$ cat src/rtl/car_pkg.sv
// Shared car-body definitions: turn-indicator state encoding and the car mode constant.
// Used by both the turn-switch conditioner and the lamp driver.
package car_pkg;

    typedef enum logic [1:0] {
        TS_IDLE   = 2'd0,
        TS_LEFT   = 2'd1,
        TS_RIGHT  = 2'd2,
        TS_HAZARD = 2'd3
    } ts_state_e;

    localparam logic [1:0] MODE_OFF = 2'b00;

    function automatic logic is_powered(input logic [1:0] mode);
        return mode != MODE_OFF;
    endfunction

endpackage

$ cat src/rtl/turn_signal_ctrl_if.sv
// Switch/mode inputs and level requests between the turn-switch conditioner and its neighbours.
// master drives switches and mode; slave (the conditioner) drives the requests and debug state.
interface turn_signal_ctrl_if;
    import car_pkg::*;

    logic [1:0] mode;
    logic       left_btn;
    logic       right_btn;
    logic       turn_left;
    logic       turn_right;
    ts_state_e  state;

    modport master (
        output mode, left_btn, right_btn,
        input  turn_left, turn_right, state
    );

    modport slave (
        input  mode, left_btn, right_btn,
        output turn_left, turn_right, state
    );

endinterface

$ cat src/rtl/turn_debounce.sv
// 2-flop synchroniser plus counter debouncer for one raw switch.
// Latency 2 + DEBOUNCE_CYCLES cycles from raw edge to filtered change; no backpressure.
module turn_debounce #(
    parameter int DEBOUNCE_CYCLES = 1_000_000
) (
    input  logic clk,
    input  logic rst,
    input  logic btn_raw,
    output logic btn_filt
);

    localparam int CW = $clog2(DEBOUNCE_CYCLES + 1);
    localparam logic [CW-1:0] CNT_MAX = CW'(DEBOUNCE_CYCLES);

    logic          sync1_q, sync1_d;
    logic          sync2_q, sync2_d;
    logic          filt_q,  filt_d;
    logic [CW-1:0] cnt_q,   cnt_d;
    logic [CW-1:0] cnt_inc;

    // Any sample matching the filtered value restarts the stability count.
    always_comb begin
        sync1_d = btn_raw;
        sync2_d = sync1_q;
        filt_d  = filt_q;
        cnt_d   = '0;
        cnt_inc = cnt_q + CW'(1);
        if (sync2_q != filt_q) begin
            if (cnt_inc == CNT_MAX) begin
                filt_d = sync2_q;
            end else begin
                cnt_d = cnt_inc;
            end
        end
    end

    always_ff @(posedge clk) begin
        if (rst) begin
            sync1_q <= 1'b0;
            sync2_q <= 1'b0;
            filt_q  <= 1'b0;
            cnt_q   <= '0;
        end else begin
            sync1_q <= sync1_d;
            sync2_q <= sync2_d;
            filt_q  <= filt_d;
            cnt_q   <= cnt_d;
        end
    end

    assign btn_filt = filt_q;

endmodule

$ cat src/rtl/turn_signal_ctrl.sv
// Turn-switch conditioner: debounced switches drive a min-hold FSM; HAZARD exists only with TURN_HAZARD_EN.
// Latency 2 + DEBOUNCE_CYCLES + 1 cycles raw edge to request; no backpressure, level outputs.
module turn_signal_ctrl
    import car_pkg::*;
#(
    parameter int DEBOUNCE_CYCLES = 1_000_000,
    parameter int MIN_HOLD_CYCLES = 50_000_000
) (
    input  logic clk,
    input  logic rst,
    turn_signal_ctrl_if.slave bus
);

    localparam int HW = $clog2(MIN_HOLD_CYCLES + 1);
    localparam logic [HW-1:0] HOLD_LOAD = HW'(MIN_HOLD_CYCLES);

    logic fl, fr;

    turn_debounce #(.DEBOUNCE_CYCLES(DEBOUNCE_CYCLES)) u_deb_left (
        .clk      (clk),
        .rst      (rst),
        .btn_raw  (bus.left_btn),
        .btn_filt (fl)
    );

    turn_debounce #(.DEBOUNCE_CYCLES(DEBOUNCE_CYCLES)) u_deb_right (
        .clk      (clk),
        .rst      (rst),
        .btn_raw  (bus.right_btn),
        .btn_filt (fr)
    );

    ts_state_e     state_q, state_d;
    logic [HW-1:0] hold_q,  hold_d;
    logic [HW-1:0] hold_dec;
    logic          hold_zero;
    logic          turn_left_q,  turn_left_d;
    logic          turn_right_q, turn_right_d;

    always_comb begin
        state_d   = state_q;
        hold_zero = (hold_q == '0);
        hold_dec  = hold_zero ? '0 : hold_q - HW'(1);

        case (state_q)
            TS_IDLE: begin
                if (fl && !fr)      state_d = TS_LEFT;
                else if (fr && !fl) state_d = TS_RIGHT;
`ifdef TURN_HAZARD_EN
                else if (fl && fr)  state_d = TS_HAZARD;
`endif
            end
            TS_LEFT: begin
                if (fr && !fl)                     state_d = TS_RIGHT;
`ifdef TURN_HAZARD_EN
                else if (fl && fr)                 state_d = TS_HAZARD;
`endif
                else if (!fl && !fr && hold_zero)  state_d = TS_IDLE;
            end
            TS_RIGHT: begin
                if (fl && !fr)                     state_d = TS_LEFT;
`ifdef TURN_HAZARD_EN
                else if (fl && fr)                 state_d = TS_HAZARD;
`endif
                else if (!fl && !fr && hold_zero)  state_d = TS_IDLE;
            end
            default: begin
                if (hold_zero) begin
                    if (!fl && !fr)     state_d = TS_IDLE;
                    else if (fl && !fr) state_d = TS_LEFT;
                    else if (fr && !fl) state_d = TS_RIGHT;
                end
            end
        endcase

        // A fresh non-IDLE entry restarts the minimum on-time.
        if (state_d == TS_IDLE)       hold_d = '0;
        else if (state_d != state_q)  hold_d = HOLD_LOAD;
        else                          hold_d = hold_dec;

        if (!is_powered(bus.mode)) begin
            state_d = TS_IDLE;
            hold_d  = '0;
        end

        turn_left_d  = (state_d == TS_LEFT)  || (state_d == TS_HAZARD);
        turn_right_d = (state_d == TS_RIGHT) || (state_d == TS_HAZARD);
    end

    always_ff @(posedge clk) begin
        if (rst) begin
            state_q      <= TS_IDLE;
            hold_q       <= '0;
            turn_left_q  <= 1'b0;
            turn_right_q <= 1'b0;
        end else begin
            state_q      <= state_d;
            hold_q       <= hold_d;
            turn_left_q  <= turn_left_d;
            turn_right_q <= turn_right_d;
        end
    end

    assign bus.turn_left  = turn_left_q;
    assign bus.turn_right = turn_right_q;
    assign bus.state      = state_q;

endmodule

$ cat src/flat_wrapper.sv
// flat-port wrapper written by rule: the top's interface ports become plain ports
module turn_signal_ctrl_flat import car_pkg::*;
#(
    parameter int DEBOUNCE_CYCLES = 1_000_000,
    parameter int MIN_HOLD_CYCLES = 50_000_000
)
  (clk, rst, bus_mode, bus_left_btn, bus_right_btn, bus_turn_left, bus_turn_right, bus_state);
  turn_signal_ctrl_if bus_i ();
  input  logic clk;
  input  logic rst;
  input wire logic [$bits(bus_i.mode)-1:0] bus_mode;
  input wire logic [$bits(bus_i.left_btn)-1:0] bus_left_btn;
  input wire logic [$bits(bus_i.right_btn)-1:0] bus_right_btn;
  output wire logic [$bits(bus_i.turn_left)-1:0] bus_turn_left;
  output wire logic [$bits(bus_i.turn_right)-1:0] bus_turn_right;
  output wire logic [$bits(bus_i.state)-1:0] bus_state;
  assign bus_i.mode = bus_mode;
  assign bus_i.left_btn = bus_left_btn;
  assign bus_i.right_btn = bus_right_btn;
  assign bus_turn_left = bus_i.turn_left;
  assign bus_turn_right = bus_i.turn_right;
  assign bus_state = bus_i.state;
  turn_signal_ctrl #(.DEBOUNCE_CYCLES(DEBOUNCE_CYCLES), .MIN_HOLD_CYCLES(MIN_HOLD_CYCLES)) u_core (.clk(clk), .rst(rst), .bus(bus_i));
endmodule
$ cat config.mk
export PLATFORM = sky130hd
export DESIGN_NAME = turn_signal_ctrl_flat
export DESIGN_NICKNAME = d
export VERILOG_FILES = /design/src/rtl/car_pkg.sv /design/src/rtl/turn_signal_ctrl_if.sv /design/src/rtl/turn_debounce.sv /design/src/rtl/turn_signal_ctrl.sv /design/src/flat_wrapper.sv
export SDC_FILE = /design/constraint.sdc
export NUM_CORES = 1
export LEC_CHECK = 0
export ABC_AREA = 0
export CORE_MARGIN = 10
export CORE_UTILIZATION = 48
export CTS_BUF_LIST = sky130_fd_sc_hd__clkbuf_2
export CTS_CLUSTER_DIAMETER = 200
export CTS_CLUSTER_SIZE = 16
export DETAILED_ROUTE_END_ITERATION = 12
export GPL_TIMING_DRIVEN = 0
export SYNTH_ARGS = -nofsm -noshare
export SYNTH_HDL_FRONTEND = slang
export SYNTH_HIERARCHICAL = 1
export SYNTH_SLANG_ARGS = --single-unit
$ cat constraint.sdc
create_clock -name clk -period 2.7 [get_ports clk]
set_input_delay 0.81 -clock clk [delete_from_list [all_inputs] [get_ports clk]]
set_output_delay 0.81 -clock clk [all_outputs]
set_load 0.01 [all_outputs]
==> results.md, run 1 <==
* Maximum root-to-sink buffer count at 2
* FMAX at 393 MHz
* Chip height at 112 um
* Number of port buffers at 9
* Area fraction in compound gates after synthesis at 11.7%
* Final instance count without filler cells at 592
* Worst min-delay path startpoint: u_core/u_deb_left/sync1_q
* Vias in the first global route at 3131
* Initial DRC count at 195
* Flip-flop count of the largest register after layout at 26
* Antenna Nets Post-Route at 0
* Power density over cell area at 377 mW/mm2
* Most used standard cell by instance count after synthesis: sky130_fd_sc_hd__dfxtp_1
* Peak ir drop on the vdd network at 243 uV
* Clock Root Buffer: sky130_fd_sc_hd__clkbuf_2
* Distinct cell type count after synthesis at 59
* Final setup violation count at 0
* Most area-consuming cells after synthesis: sky130_fd_sc_hd__dfxtp_1 (36%), sky130_fd_sc_hd__xnor2_1 (7.7%), sky130_fd_sc_hd__nor3_1 (5.7%), sky130_fd_sc_hd__xor2_1 (4.7%), sky130_fd_sc_hd__nor2_1 (3.4%)
* Critical Path AT at 2.93 ns
* Area of the mapped netlist at 0.00410 mm2
* Reg2reg setup slack at 0.16 ns
* Tcrit/Tclk final at 94.2%
* Commonest cells post-synth: sky130_fd_sc_hd__dfxtp_1 (74), sky130_fd_sc_hd__nor3_1 (47), sky130_fd_sc_hd__nor2_1 (37)
* Min Clock Period, post-route at 2.54 ns
* CP Class: flip-flop to flip-flop
* Initial Utilization at 49.7%
* Registers with the highest flip-flop counts: u_core/hold_q (26), u_core/u_deb_left/cnt_q (20), u_core/u_deb_right/cnt_q (20)
* Placement Rows at 33
* Count of nets after finishing at 494
* Hold WC Path Type: flip-flop to flip-flop
* Worst slew margin relative to its limit at 54.1%
* Worst R2R Start: u_core/u_deb_right/cnt_q[1]
* Mean instance size in the synthesized netlist at 9.03 um2
* Post-synth EDFFs at 0
* Global placement routability congestion at 0.829
* Total of flip-flops plus latches after synthesis at 74
* Largest clock skew in the final design at 0.0224 ns
* Dpl hpwl at 6250 um
* Gate Count Post-Synth at 454
* Vias at 3370
* Overflow after GRT at 0
* Detailed-router iteration count before antenna repair at 4
* Top cell type's share of synthesized area at 36.1%
* Dominant cell type by area after synthesis: sky130_fd_sc_hd__dfxtp_1
* Count of boundary I/O pins at 10
* CTS HTree Levels at 3
* Total of max-cap violations at 0
* Number of placed instances with taps included at 568
* Synth warn at 6
* P_leak at 1.62 nW
* Post-Route Setup TNS at 0 ns
* Aggregate routed wire length at 8980 um
* CP startpoint kind: flip-flop
* Worst path cell trace: ha_1 -> buf_6 -> nand4_1 -> nor4_2 -> xor2_1 -> o21ai_0 -> nor4_4 -> buf_4 -> nor3b_1
* Crit-path max FO at 9
* Area occupied by multi-input gates at 0.00249 mm2
* Detailed-route vias per instance at 5.69
* Post-synth ARST share at 0%
* Stage delay of the slowest cell on the critical path at 0.43 ns
* Multiplexer area fraction after synthesis at 0.976%
* FF-to-FF path depth at 9
* Endpoint of the worst register-to-register path: u_core/u_deb_right/cnt_q[1]
* Antenna violations before repair at 0
* Number of buffers inserted by hold repair at cts at 0
* Final hold vios at 0
* Clock transition at the registers of the reported paths at 0.20 ns
* Result of the run: completed
* Die outline width at 112 um
* Count of unresolved DRC violations after routing at 0
* Crit path required time at 3.09 ns
* Endpoint kind of the worst setup timing path: flip-flop
* Xor/xnor share of the synthesized area at 12.4%
* Post-synth net total at 466
* Number of fill cells at 813
* Global-route wire length before repair at 15200 um
* Number of antenna repair diodes at 0
* Detailed-route wire length per cell at 15.2 um
* Register with the highest flop count: u_core/hold_q
* Synth Area in Adders at 1.83%
* Skew-Pair Late Insertion Delay at 0.49 ns
* Hold Path Depth at 1
* Slowest cell on the critical path: sky130_fd_sc_hd__dfxtp_2
* Pin count of the biggest net entering global routing at 13
* Overall power of the completed layout at 0.00172 W
* Pins over their slew limit at 0
* Worst-margin pin slew at 0.687 ns
* Top FF cell, synth: sky130_fd_sc_hd__dfxtp_1
* Fraction of the core area covered by cells at the end of the flow at 55.2%
* Simple-gate share of the synthesized area at 32.4%
* CTS buffer count at 9
* Seq. cell area at 0.00149 mm2
* All-layer global routing usage at 14.1%
* Area growth from synthesis to layout at 11.1%
* Share of synthesized area occupied by flip-flops and latches at 36.1%
* Area enclosed by the die boundary at 0.0126 mm2
* Core ar. at 0.00826 mm2
* Num Clock Sinks at 74
* Share of cells above drive strength 1 at 18.3%
* Hold Path Sink: u_core/u_deb_left/sync2_q
* Main combinational cell family by area after synthesis: simple AND/OR/NAND/NOR gates
* CTS tree: done
-- final cells by class --
cell class / instances / share of cell area (%)
inverter: 4 / 0.330
multi-input combinational: 359 / 54.8
tap: 105 / 2.88
clock inverter: 7 / 1.32
buffer: 17 / 3.74
sequential: 74 / 32.7
timing repair buffer: 17 / 3.30
clock buffer: 9 / 0.989
-- cell usage in the layout (no fill, tap or decap), types with 10 or more instances in the layout --
| cell type | synthesis | final |
|---|---|---|
| sky130_fd_sc_hd__nor3b_1 | 13 | 13 |
| sky130_fd_sc_hd__dfxtp_1 | 74 | 70 |
| sky130_fd_sc_hd__xor2_1 | 22 | 22 |
| sky130_fd_sc_hd__buf_4 | 2 | 10 |
| sky130_fd_sc_hd__nand4_1 | 18 | 18 |
| sky130_fd_sc_hd__nand2_1 | 25 | 25 |
| sky130_fd_sc_hd__nor3_1 | 47 | 45 |
| sky130_fd_sc_hd__o21ai_0 | 14 | 13 |
| sky130_fd_sc_hd__a21oi_1 | 13 | 13 |
| sky130_fd_sc_hd__xnor2_1 | 36 | 36 |
| sky130_fd_sc_hd__nand3_1 | 15 | 15 |
| sky130_fd_sc_hd__nor2_1 | 37 | 37 |
-- cells by family after synthesis --
logic type,after synthesis
buffers and inverters,21
flip-flops,74
XOR/XNOR,58
AO/OA/AOI/OAI,67
multiplexers,4
adder cells (fa/ha/maj),6
AND/OR/NAND/NOR,224
-- per-stage QoR --
step                      cell area, um2  hold slack, ns  setup slack, ns
after floorplan                     4100           0.414            0.197
after global placement              4320           0.418           -0.414
after detailed placement            4320           0.438           -0.399
after CTS                           4500           0.470           0.0194
after global routing                4560           0.480         -0.00505
final                               4560           0.467            0.158
-- per-layer routing --
layer,wire length [um],track usage (%)
met5,0,0
met4,103,5.08
met3,177,2.18
met2,4120,22.4
met1,4570,18.8
-- worst max-delay path: cells and delay by family (launching register included) --
kind            cells  cell delay, ns
fa+ha+maj           1            0.18
buf+inv             2            0.35
simple gates        4            0.98
compound gates      1            0.21
xor+xnor            1            0.28
flops               1            0.43
-- power breakdown --
part | leakage [nW] | switching, W | internal [W]
sequential | 0.599 | 0.00000287 | 0.00110
clock | 0.0682 | 0.000388 | 0.000204
combinational | 0.957 | 0.0000129 | 0.0000139
total | 1.62 | 0.000404 | 0.00131
-- repair_timing --
action                     CTS  global route
setup buffers                6             2
setup endpoints to repair   40            40
gates resized for setup      5            11
pin swaps                    5             7
-- worst max-delay path by stage --
stage	start	to	slack, ns	cells past startpoint
global placement	u_core/u_deb_left/cnt_q[0]	u_core/u_deb_left/cnt_q[2]	-0.41	9
finish	u_core/u_deb_right/cnt_q[1]	u_core/u_deb_right/cnt_q[1]	0.16	9
CTS	u_core/u_deb_left/cnt_q[0]	u_core/u_deb_left/cnt_q[9]	0.02	9
detailed placement	u_core/u_deb_left/cnt_q[0]	u_core/u_deb_left/cnt_q[9]	-0.40	9
global route	u_core/u_deb_left/cnt_q[0]	u_core/u_deb_left/cnt_q[9]	-0.005	10
floorplan	u_core/u_deb_left/cnt_q[0]	u_core/u_deb_left/cnt_q[15]	0.20	9
Power figures use the tool's default switching activity.
==> run 2: changes to the inputs <==
--- a/config.mk
+++ b/config.mk
@@ -13,6 +13,7 @@
 export CTS_CLUSTER_SIZE = 16
 export DETAILED_ROUTE_END_ITERATION = 12
 export GPL_TIMING_DRIVEN = 0
+export SKIP_LAST_GASP = 1
 export SYNTH_ARGS = -nofsm -noshare
 export SYNTH_HDL_FRONTEND = slang
 export SYNTH_HIERARCHICAL = 1
==> results of run 2 <==
No change in the layout: final DEF, timing and power equal those of run 1.
